[src/rtl/wsn_mem_pkg.sv]
// rtl/wsn_mem_pkg.sv - routing memory map, status codes and neighbour writer FSM states
package wsn_mem_pkg;

  localparam int WORD_WIDTH = 16;
  localparam int MEM_DEPTH  = 2048;
  localparam int MAX_NBR    = 64;

  localparam logic [15:0] NBR_ID_BASE  = 16'h0048;
  localparam logic [15:0] CLUSTER_BASE = 16'h00C8;
  localparam logic [15:0] BATT_BASE    = 16'h0148;
  localparam logic [15:0] QVAL_BASE    = 16'h01C8;
  localparam logic [15:0] NBR_CNT_ADDR = 16'h068A;

  typedef enum logic [1:0] {
    STAT_UPDATED  = 2'b00,
    STAT_APPENDED = 2'b01,
    STAT_DROPPED  = 2'b10
  } status_t;

  typedef enum logic [3:0] {
    S_IDLE, S_RD_CNT, S_SCAN, S_WR_ID, S_WR_CL, S_WR_BAT, S_WR_Q, S_WR_CNT, S_DONE
  } state_t;

  typedef enum logic [2:0] {
    TBL_ID, TBL_CL, TBL_BAT, TBL_Q, TBL_CNT
  } tbl_t;

endpackage

[src/rtl/nbr_addr_gen.sv]
// rtl/nbr_addr_gen.sv - maps (table select, entry index) to a byte address in the routing memory
module nbr_addr_gen
  import wsn_mem_pkg::*;
(
  input  tbl_t                  tbl,
  input  logic [5:0]            idx,
  output logic [WORD_WIDTH-1:0] address
);

  // Entries are 16-bit words, so the byte offset is twice the index; no wrap at 16 bits.
  logic [15:0] offset;
  assign offset = {9'd0, idx, 1'b0};

  always_comb begin
    address = '0;
    case (tbl)
      TBL_ID:  address = NBR_ID_BASE + offset;
      TBL_CL:  address = CLUSTER_BASE + offset;
      TBL_BAT: address = BATT_BASE + offset;
      TBL_Q:   address = QVAL_BASE + offset;
      TBL_CNT: address = NBR_CNT_ADDR;
      default: address = '0;
    endcase
  end

endmodule

[src/rtl/nbr_table_writer.sv]
// rtl/nbr_table_writer.sv - scans the neighbour table for a reported ID, then updates or appends it
module nbr_table_writer
  import wsn_mem_pkg::*;
(
  input  logic                  clock,
  input  logic                  reset,
  input  logic                  in_valid,
  output logic                  in_ready,
  input  logic [WORD_WIDTH-1:0] in_id,
  input  logic [WORD_WIDTH-1:0] in_cluster,
  input  logic [WORD_WIDTH-1:0] in_battery,
  input  logic [WORD_WIDTH-1:0] in_qvalue,
  output logic [WORD_WIDTH-1:0] mem_address,
  output logic                  mem_wr_en,
  output logic [WORD_WIDTH-1:0] mem_wdata,
  input  logic [WORD_WIDTH-1:0] mem_rdata,
  output logic                  done,
  output logic [1:0]            status
);

  localparam logic [6:0] CNT_FULL = 7'(MAX_NBR);

  state_t                state;
  status_t               status_q;
  logic [6:0]            idx;
  logic [6:0]            cnt;
  logic                  is_new;
  logic [WORD_WIDTH-1:0] lat_id, lat_cluster, lat_battery, lat_qvalue;

  tbl_t                  tbl;
  logic                  addr_en;
  logic [WORD_WIDTH-1:0] gen_address;

  // idx needs a 7th bit only to reach cnt==64 in SCAN; addressed entries are always below 64.
  nbr_addr_gen u_addr_gen (
    .tbl     (tbl),
    .idx     (idx[5:0]),
    .address (gen_address)
  );

  always_ff @(posedge clock) begin
    if (reset) begin
      state       <= S_IDLE;
      status_q    <= STAT_UPDATED;
      idx         <= '0;
      cnt         <= '0;
      is_new      <= 1'b0;
      lat_id      <= '0;
      lat_cluster <= '0;
      lat_battery <= '0;
      lat_qvalue  <= '0;
    end else begin
      case (state)
        S_IDLE: if (in_valid) begin
          lat_id      <= in_id;
          lat_cluster <= in_cluster;
          lat_battery <= in_battery;
          lat_qvalue  <= in_qvalue;
          state       <= S_RD_CNT;
        end
        S_RD_CNT: begin
          cnt   <= (mem_rdata > {9'd0, CNT_FULL}) ? CNT_FULL : mem_rdata[6:0];
          idx   <= '0;
          state <= S_SCAN;
        end
        S_SCAN: begin
          if (idx == cnt) begin
            if (cnt == CNT_FULL) begin
              status_q <= STAT_DROPPED;
              state    <= S_DONE;
            end else begin
              is_new <= 1'b1;
              state  <= S_WR_ID;
            end
          end else if (mem_rdata == lat_id) begin
            is_new <= 1'b0;
            state  <= S_WR_CL;
          end else begin
            idx <= idx + 7'd1;
          end
        end
        S_WR_ID:  state <= S_WR_CL;
        S_WR_CL:  state <= S_WR_BAT;
        S_WR_BAT: state <= S_WR_Q;
        S_WR_Q: begin
          status_q <= is_new ? STAT_APPENDED : STAT_UPDATED;
          state    <= is_new ? S_WR_CNT : S_DONE;
        end
        S_WR_CNT: state <= S_DONE;
        S_DONE:   state <= S_IDLE;
        default:  state <= S_IDLE;
      endcase
    end
  end

  always_comb begin
    tbl       = TBL_ID;
    addr_en   = 1'b0;
    mem_wr_en = 1'b0;
    mem_wdata = '0;
    case (state)
      S_RD_CNT: begin tbl = TBL_CNT; addr_en = 1'b1; end
      S_SCAN:   addr_en = (idx != cnt);
      S_WR_ID:  begin addr_en = 1'b1; mem_wr_en = 1'b1; mem_wdata = lat_id; end
      S_WR_CL:  begin tbl = TBL_CL;  addr_en = 1'b1; mem_wr_en = 1'b1; mem_wdata = lat_cluster; end
      S_WR_BAT: begin tbl = TBL_BAT; addr_en = 1'b1; mem_wr_en = 1'b1; mem_wdata = lat_battery; end
      S_WR_Q:   begin tbl = TBL_Q;   addr_en = 1'b1; mem_wr_en = 1'b1; mem_wdata = lat_qvalue; end
      S_WR_CNT: begin tbl = TBL_CNT; addr_en = 1'b1; mem_wr_en = 1'b1; mem_wdata = {9'd0, cnt + 7'd1}; end
      default:  ;
    endcase
  end

  assign mem_address = addr_en ? gen_address : '0;
  assign in_ready    = (state == S_IDLE);
  assign done        = (state == S_DONE);
  assign status      = status_q;

endmodule

[config.mk]
export PLATFORM = sky130hd
export DESIGN_NAME = nbr_table_writer
export DESIGN_NICKNAME = d
export VERILOG_FILES = /design/src/rtl/wsn_mem_pkg.sv /design/src/rtl/nbr_addr_gen.sv /design/src/rtl/nbr_table_writer.sv
export SDC_FILE = /design/constraint.sdc
export NUM_CORES = 1
export LEC_CHECK = 0
export CAP_MARGIN = 30
export CORE_AREA = 2 2 94 105
export DETAILED_ROUTE_END_ITERATION = 7
export DIE_AREA = 0 0 96 107
export GPL_TIMING_DRIVEN = 0
export PLACE_DENSITY_LB_ADDON = 0.12
export SETUP_SLACK_MARGIN = 0.15
export SLEW_MARGIN = 20
export SYNTH_ARGS = -nofsm -noshare
export SYNTH_HDL_FRONTEND = slang
export SYNTH_SLANG_ARGS = --single-unit
[constraint.sdc]
create_clock -name clock -period 2.17 [get_ports clock]
set_input_delay 0.434 -clock clock [delete_from_list [all_inputs] [get_ports clock]]
set_output_delay 0.434 -clock clock [all_outputs]
set_load 0.005 [all_outputs]
# Yosys cells after proc, flatten, opt, wreduce, memory -nomap -nowiden
# Cells that the tools add are included.
dict set report totals {
  ff_bits 85
  out_inout_bits 37
}
dict set report op_classes {
  n_addsub 6
  order_cmp 1
  eq_ne 23
  mux 23
  n_reduce_logical 13
}
# operator count
set ops {}
lappend ops {{one-hot mux 16 bit (5 select lines)} 2}
lappend ops {{one-hot mux 4 bit (8 select lines)} 1}
lappend ops {{2-to-1 mux 7 bit} 3}
lappend ops {{adder 9 x 7 -> 10 bit (first input constant)} 2}
lappend ops {{2-to-1 mux 4 bit} 5}
lappend ops {{equality test 16 bit} 1}
lappend ops {{equality test 4 x 3 -> 1 bit (second input constant)} 4}
lappend ops {{> comparator 16 x 7 -> 1 bit (second input constant)} 1}
lappend ops {{2-to-1 mux 16 bit} 1}
lappend ops {{adder 7 x 1 -> 7 bit (second input constant)} 2}
lappend ops {{one-hot mux 7 bit (2 select lines)} 1}
lappend ops {{inequality test 2 bit (second input constant)} 6}
lappend ops {{one-hot mux 3 bit (4 select lines)} 1}
lappend ops {{adder 8 x 7 -> 9 bit (first input constant)} 1}
lappend ops {{AND reduction 3 bit} 3}
lappend ops {{adder 7 x 7 -> 8 bit (first input constant)} 1}
lappend ops {{equality test 4 x 2 -> 1 bit (second input constant)} 2}
lappend ops {{equality test 7 bit} 1}
lappend ops {{equality test 7 bit (second input constant)} 1}
lappend ops {{inequality test 7 bit} 1}
lappend ops {{equality test 3 x 2 -> 1 bit (second input constant)} 2}
lappend ops {{nonzero test 2 bit} 3}
lappend ops {{OR reduction 6 bit} 1}
lappend ops {{2-to-1 mux 1 bit} 5}
lappend ops {{other kinds (13)} 15}

# Longest topological paths before layout
dict set report depth {
  word_depth 6
  ltp_mapped 7
  ltp_nobuf 6
}

# By module
# From an unflattened synthesis, not the netlist that was laid out.
dict set report unflattened {
  cells_unflattened 572
  hier_area_um2 4304.1
}
# mod instances cells_each area_per_inst_um2 seq_area_each_um2
set by_module_without_submodules {}
lappend by_module_without_submodules {nbr_table_writer 1 540 4112.7 1701.6}
lappend by_module_without_submodules {nbr_addr_gen 1 32 191.4 0.0}

# Worst setup path after synthesis
# Ideal clock, no wire load.
dict set report synth_timing {
  kind {register to output}
  start {register state[2]}
  end {output port mem_wdata[5]}
  t_arrival_ps 1531
  slack_ps 205
  path_stages_with_launch 7
  path_cell_list {dfxtp_1 -> buf_2 -> nand2b_1 -> nor3_1 -> buf_2 -> a22oi_1 -> o211ai_1}
}
dict set report synth_between {
  elab_chain_len 2
  word_cells_on_any_way 6
  cone_classes {5 x eq/ne; 1 x mux}
}
# element line
set synth_rtl {}
lappend synth_rtl {{start: declaration} nbr_table_writer.sv:23} ;# state_t state;
lappend synth_rtl {{start signal: assignment} nbr_table_writer.sv:87} ;# state <= is_new ? S_WR_CNT : S_DONE;
lappend synth_rtl {{equality test 4 x 3 -> 1 bit / equality test 4 x 2 -> 1 bit (equally long branches)} nbr_table_writer.sv:101} ;# case (state)
lappend synth_rtl {{one-hot mux 16 bit (5 select lines) *} nbr_table_writer.sv:101}
lappend synth_rtl {{end: declaration} nbr_table_writer.sv:15} ;# output logic [WORD_WIDTH-1:0] mem_wdata,
# Mark *: on every way between the ends. The rest lies on a longest branch, timed or not.

# Worst setup path in the final report
dict set report layout_timing {
  start {register state[0]}
  end {output port mem_wdata[4]}
}
# The elaborated chain is that of the path after synthesis.

==> run_results.csv <==
group,metric,value,unit
place,place_area,5590,um^2
timing,rsz0062_at_grt,"yes",
detailed_routing,detail-route-antenna-nets,0,
clocking,cts_buffers,9,
layout,regArea,1720,um^2
grt,track_usage,0.289,
grt,grt_pass1_vias,4577,
detailed_routing,first_pass_iters,5,
clocking,cts_buffer_depth,2,
logic_synthesis,synth_top_cell_area_share,0.395,
clocking,cts_root_buf,"clkbuf_8",
detailed_routing,wl_per_cell,17.6,um
timing,fin_skew,0.00904,ns
timing,max_freq,412,MHz
logic_synthesis,synth_top_area_cell,"dfxtp_1",
clocking,clk_latency,0.37,ns
logic_synthesis,yosys_warnings,0,
detailed_routing,vias,4786,
floorplan,rows,37,
pwr,powerDensity,583,nW/um^2
setup_path,path_class,"reg -> out",
timing,finalSetupViolCount,25,
layout,syn2layout_area_growth,54.5,%
clocking,clkSinkCount,85,
setup_path,startpoint,"state[0]",
setup_path,path_max_fanout,8,
floorplan,die_area,10300,um^2
grt,grt_use_met3,0.0520,
logic_synthesis,synth_area_leaders,"dfxtp_1 40%, nand2_1 13%, a21oi_1 8.5%",
grt,grt.busiest_layer,"met2",
logic_synthesis,synth_fa_ha_area_frac,0.0116,
place,port_buffers,112,
floorplan,start_util,0.467,
timing,finalWorstSetupSlack,-0.256,ns
timing,finalCriticalPeriod,2.43,ns
logic_synthesis,synth_cell_types,58,
grt,grt_overflow,0,
logic_synthesis,ys_seq_area_frac,0.395,
timing,fin_tns_setup,-4.23,ns
logic_synthesis,syn_inst,555,
layout,final_area,6650,um^2
setup_path,reg2reg_from,"state[0]",
logic_synthesis,synthMuxAreaShare,0.0102,
logic_synthesis,ys_seq_elements,85,
logic_synthesis,synth_compound_area_frac,0.215,
grt,grt_max_degree,18,
place,post-place-ws,-1.00,ns
logic_synthesis,avgSynthCellArea,7.76,um^2
timing,period_share,1.12,
logic_synthesis,synthesis.area,4310,um^2
floorplan,core-area,9210,um^2
logic_synthesis,synth_common_cells,"150 x nand2_1, 85 x dfxtp_1, 73 x a21oi_1",
detailed_routing,viasPerCell,5.58,
pwr,ir_drop,0.321,mV
timing,slew_headroom,0.609,
grt,antenna_found_initial,0,
setup_path,worstPathRequired,1.74,ns
flow_run,drv_cap,0,
logic_synthesis,async_flop_share,0,
timing,whs,0.459,ns
place,routabilityCongestion,0.899,
layout,final_cells,858,
logic_synthesis,synth_top_family_by_area,"simple AND/OR/NAND/NOR gates",
floorplan,fp.dieW,96,um
detailed_routing,wirelength,15100,um
detailed_routing,drc,0,
layout,multiInputGateArea,2710,um^2
setup_path,cp.arrival,1.99,ns
pwr,p_leak,2.68,nW
logic_synthesis,synth_edf_count,0,
clocking,htree_levels,3,
place,dp.cells,789,
min_path,hp-class,"reg -> reg",
timing,drv_slew,0,
clocking,tritoncts,"yes",
detailed_routing,drtIter0Drc,271,
timing,final_hold_viol_count,0,
setup_path,endpoint_kind,"primary output",
logic_synthesis,yosysMostFrequentCell,"nand2_1",
logic_synthesis,yosys.area_share.simple,0.242,
floorplan,ioPinCount,120,
logic_synthesis,synth_xor_area_frac,0.0651,
layout,antenna_cells,0,
place,dp_hpwl,10200,um
logic_synthesis,synth_flop_cell,"dfxtp_1",
layout,nets,823,
setup_path,start_kind,"register",
timing,tightest_slew,0.584,ns
min_path,hold_start,"lat_battery[12]",
run_status,violations,"negative setup slack",
layout,drive_above_1_share,0.279,
run_status,outcome,"finished, violations left",
grt,use_met1,0.327,
grt,grt_pass1_wl,22500,um
layout,nFillCells,698,
grt,grt_use_met2,0.515,
floorplan,die_h,107,um
clocking,clkTransAtPathRegs,0.10,ns
-- worst paths after layout --
check	cells past startpoint	to	slack (ns)
setup / recovery	8	mem_wdata[4]	-0.26
hold / removal	2	lat_battery[12]	0.46
setup reg to reg	7	idx[5]	0.11
hold reg to reg	2	lat_battery[12]	0.46
-- sequential cells by signal, indices dropped and copies added (netlist names) --
name	count
lat_id	16
lat_battery	16
is_new	1
lat_qvalue	16
status	2
lat_cluster	16
state	4
idx	7
cnt	7
-- per-stage QoR --
stage,power [mW],utilization
final,3.88,0.722
after global routing,4.04,0.722
after CTS,3.81,0.703
after detailed placement,2.64,0.607
after global placement,2.62,0.607
after floorplan,2.26,-
-- kinds of logic (layout without fill, tap and decap cells) --
kind of cell,after synthesis,after routing
simple gates,228,228
compound gates,149,149
flops,85,85
buf+inv,52,233
xor+xnor,32,32
fa+ha+maj,4,4
mux,4,4
other cells,1,6
-- repair_timing --
item                                    CTS  global route
setup buffers                            39            12
hold buffers                              0             0
endpoints found under the setup margin   38           103
hold endpoints to repair                  0             0
cloned                                    2             0
pin swaps                                27            21
gates resized for setup                 214            41
-- per-layer routing --
metal / vias up / part of all wire
li1: 2272 / -
met1: 2264 / 0.39
met2: 193 / 0.52
met3: 57 / 0.052
met4: 0 / 0.042
met5: - / 0
-- report_power, final --
| part | leakage, nW | total [mW] | switching [mW] | internal [mW] |
|---|---|---|---|---|
| clock network | 0.0918 | 1.11 | 0.663 | 0.445 |
| logic | 1.88 | 0.983 | 0.498 | 0.485 |
| registers | 0.702 | 1.79 | 0.106 | 1.68 |
| total | 2.68 | 3.88 | 1.27 | 2.61 |
-- cells in the final DEF, fill, tap and decap left out, drive strengths merged, types with 3 or more instances in the layout --
| master | instances |
|---|---|
| nand2 | 150 |
| buf | 99 |
| dfxtp | 85 |
| clkdlybuf4s50 | 84 |
| a21oi | 73 |
| clkbuf | 36 |
| a22oi | 27 |
| xor2 | 19 |
| nor2 | 17 |
| o21ai | 17 |
| xnor2 | 13 |
| inv | 9 |
| a22o | 8 |
| and2 | 7 |
| nor4 | 7 |
| nor3 | 7 |
| nand4 | 6 |
| conb | 6 |
| or2 | 6 |
| nand3 | 6 |
| nand2b | 5 |
| o211ai | 4 |
| or4 | 4 |
| ha | 4 |
| nor3b | 4 |
| nor2b | 3 |
| mux2 | 3 |
-- final cells by class --
type                            instances  share of cell area
Multi-Input combinational cell        423               0.407
Sequential cell                        85               0.259
Timing Repair Buffer                  165               0.219
Tap cell                              117              0.0220
Clock buffer                            9              0.0186
Inverter                                5             0.00282
Clock inverter                          7             0.00997
Buffer                                 47              0.0621
-- critical path: stages, from the launching register on --
cell	delay (ns)
dfxtp_2	0.34
buf_8	0.14
nand2b_4	0.17
nor3_4	0.30
buf_4	0.18
a22o_1	0.18
a221oi_2	0.05
o21ai_1	0.11
buf_2	0.14
(Power assumes the default switching activity.)
==> variant: new RTL, same settings <==
`MAX_NBR`: 64 -> 32.
--- a/src/rtl/wsn_mem_pkg.sv
+++ b/src/rtl/wsn_mem_pkg.sv
@@ -3,7 +3,7 @@
 
   localparam int WORD_WIDTH = 16;
   localparam int MEM_DEPTH  = 2048;
-  localparam int MAX_NBR    = 64;
+  localparam int MAX_NBR    = 32;
 
   localparam logic [15:0] NBR_ID_BASE  = 16'h0048;
   localparam logic [15:0] CLUSTER_BASE = 16'h00C8;
Check against the original RTL: no difference found for any inputs over 10 cycles, from zero or initial values and one cycle with reset high; that may be too few to reach the edited logic, so the function may still have changed.
==> variant against the original RTL <==
- the flow still finishes with violations (negative setup slack)
- routed wire length is 15% higher
- total power is 18% higher
- die area stayed put
- worst setup slack worse by 0.0088 ns
- area after synthesis is 2.3% lower
- sequential cell count stayed put
- maximum frequency is 0.36% lower
- cell area is 8.3% higher
==> variant: results (changes against the original RTL) <==
| Metric | Value |
|---|---|
| Status | finished, violations left |
| Failing checks | negative setup slack |
| Top post-synthesis cells by area | dfxtp_1 (40%), nand2_1 (14%), a21oi_1 (8.4%), a22oi_1 (5.4%), xnor2_1 (5.0%) |
| Post-CTS Setup Bufs | 69 (+77%) |
| Detailed placer's ending HPWL | 10200 um (-0.45%) |
| Crit-path max FO | 5 (-3) |
| Max VDD drop | 333 uV (+3.8%) |
| Finished Layout Cells | 877 (+2.2%) |
| Number of fill cells | 612 (-12%) |
| Seq/Total Area, Yosys | 40.5% (+0.94 points) |
| Inverter count | 7 (+2) |
| Clock buffers and inverters, area share | 2.81% (-0.044 points) |
| Setup violations, final | 35 (+40%) |
| WL/cell | 19.8 um (+13%) |
| DP Area | 5490 um2 (-1.8%) |
| NonClk Buf Share | 31.3% (+3.2 points) |
| Hold Startpoint | lat_cluster[15]$_SDFFE_PP0P_ |
| Worst setup path end | state[1]$_SDFFE_PP0P_ |
| Met3 track demand over resource | 7.66% (+2.5 points) |
| Arr. time, crit path | 2.67 ns (+0.68 ns) |
| CP Class | flip-flop to flip-flop |
| Setup WS post-layout | -0.265 ns (-0.00879 ns) |
| Sum Neg Setup Slack | -5.12 ns (-0.893 ns) |
| Dpl ws | -0.848 ns (+0.154 ns) |
| Leakage power | 0.00285 uW (+6.7%) |
| RR Startpoint | idx[4]$_SDFFE_PP0P_ |
| Worst-margin pin slew | 0.678 ns (+0.0931 ns) |
| DRT iter0 DRCs | 228 (-16%) |
| Fraction of area in multi-input gates | 39.4% (-1.3 points) |
| Hold endpoint | lat_cluster[15]$_SDFFE_PP0P_ |
| Multi-input gates | 413 (-2.4%) |
| Fraction of area in registers | 24.1% (-1.8 points) |
| Vias in the first global route | 5006 (+9.4%) |
| Repair and plain buffers | 239 (+13%) |
| First-pass GRT wire length | 24800 um (+10%) |
| Gr usage total | 31.8% (+2.9 points) |
| Crit path max-delay family | buffers and inverters |
| Placed insts | 777 (-1.5%) |
| Global Route met1 Usage | 33.9% (+1.2 points) |
| Cell variety after synth | 53 (-8.6%) |
## variant: cell types whose count changed in the layout (fill, tap and decap cells not counted), sizes merged, moves of 4 or more
cell	change
buf	+39
xor2	-12
xnor2	+11
clkbuf	-10
o21ai	-7
and3	+5
nand2	+4
nor4	-4
or2	-4
## variant: power groups by stage
stage,combinational [uW],clock (uW),sequential [uW]
after global routing,1650,1250,1850
after detailed placement,974,0,1850
after CTS,1320,1200,1820
after floorplan,573,0,1810
after global placement,961,0,1840
final,1560,1180,1830
## variant: kinds of logic after synthesis
logic type                 share of synthesized area (%)
buffers and inverters                               5.47
adders and majority gates                           1.19
other                                             0.0891
DFF                                                 40.5
muxes                                               1.25
and+or+nand+nor                                     23.9
AOI/OAI and AO/OA                                   21.2
xor gates and xnor gates                            6.45
## variant: per-layer routing
layer / routed length, um / part of all wire (%)
met5: 0 / 0
met4: 947 / 5.4
met1: 6390 / 37
met3: 888 / 5.1
met2: 9170 / 53
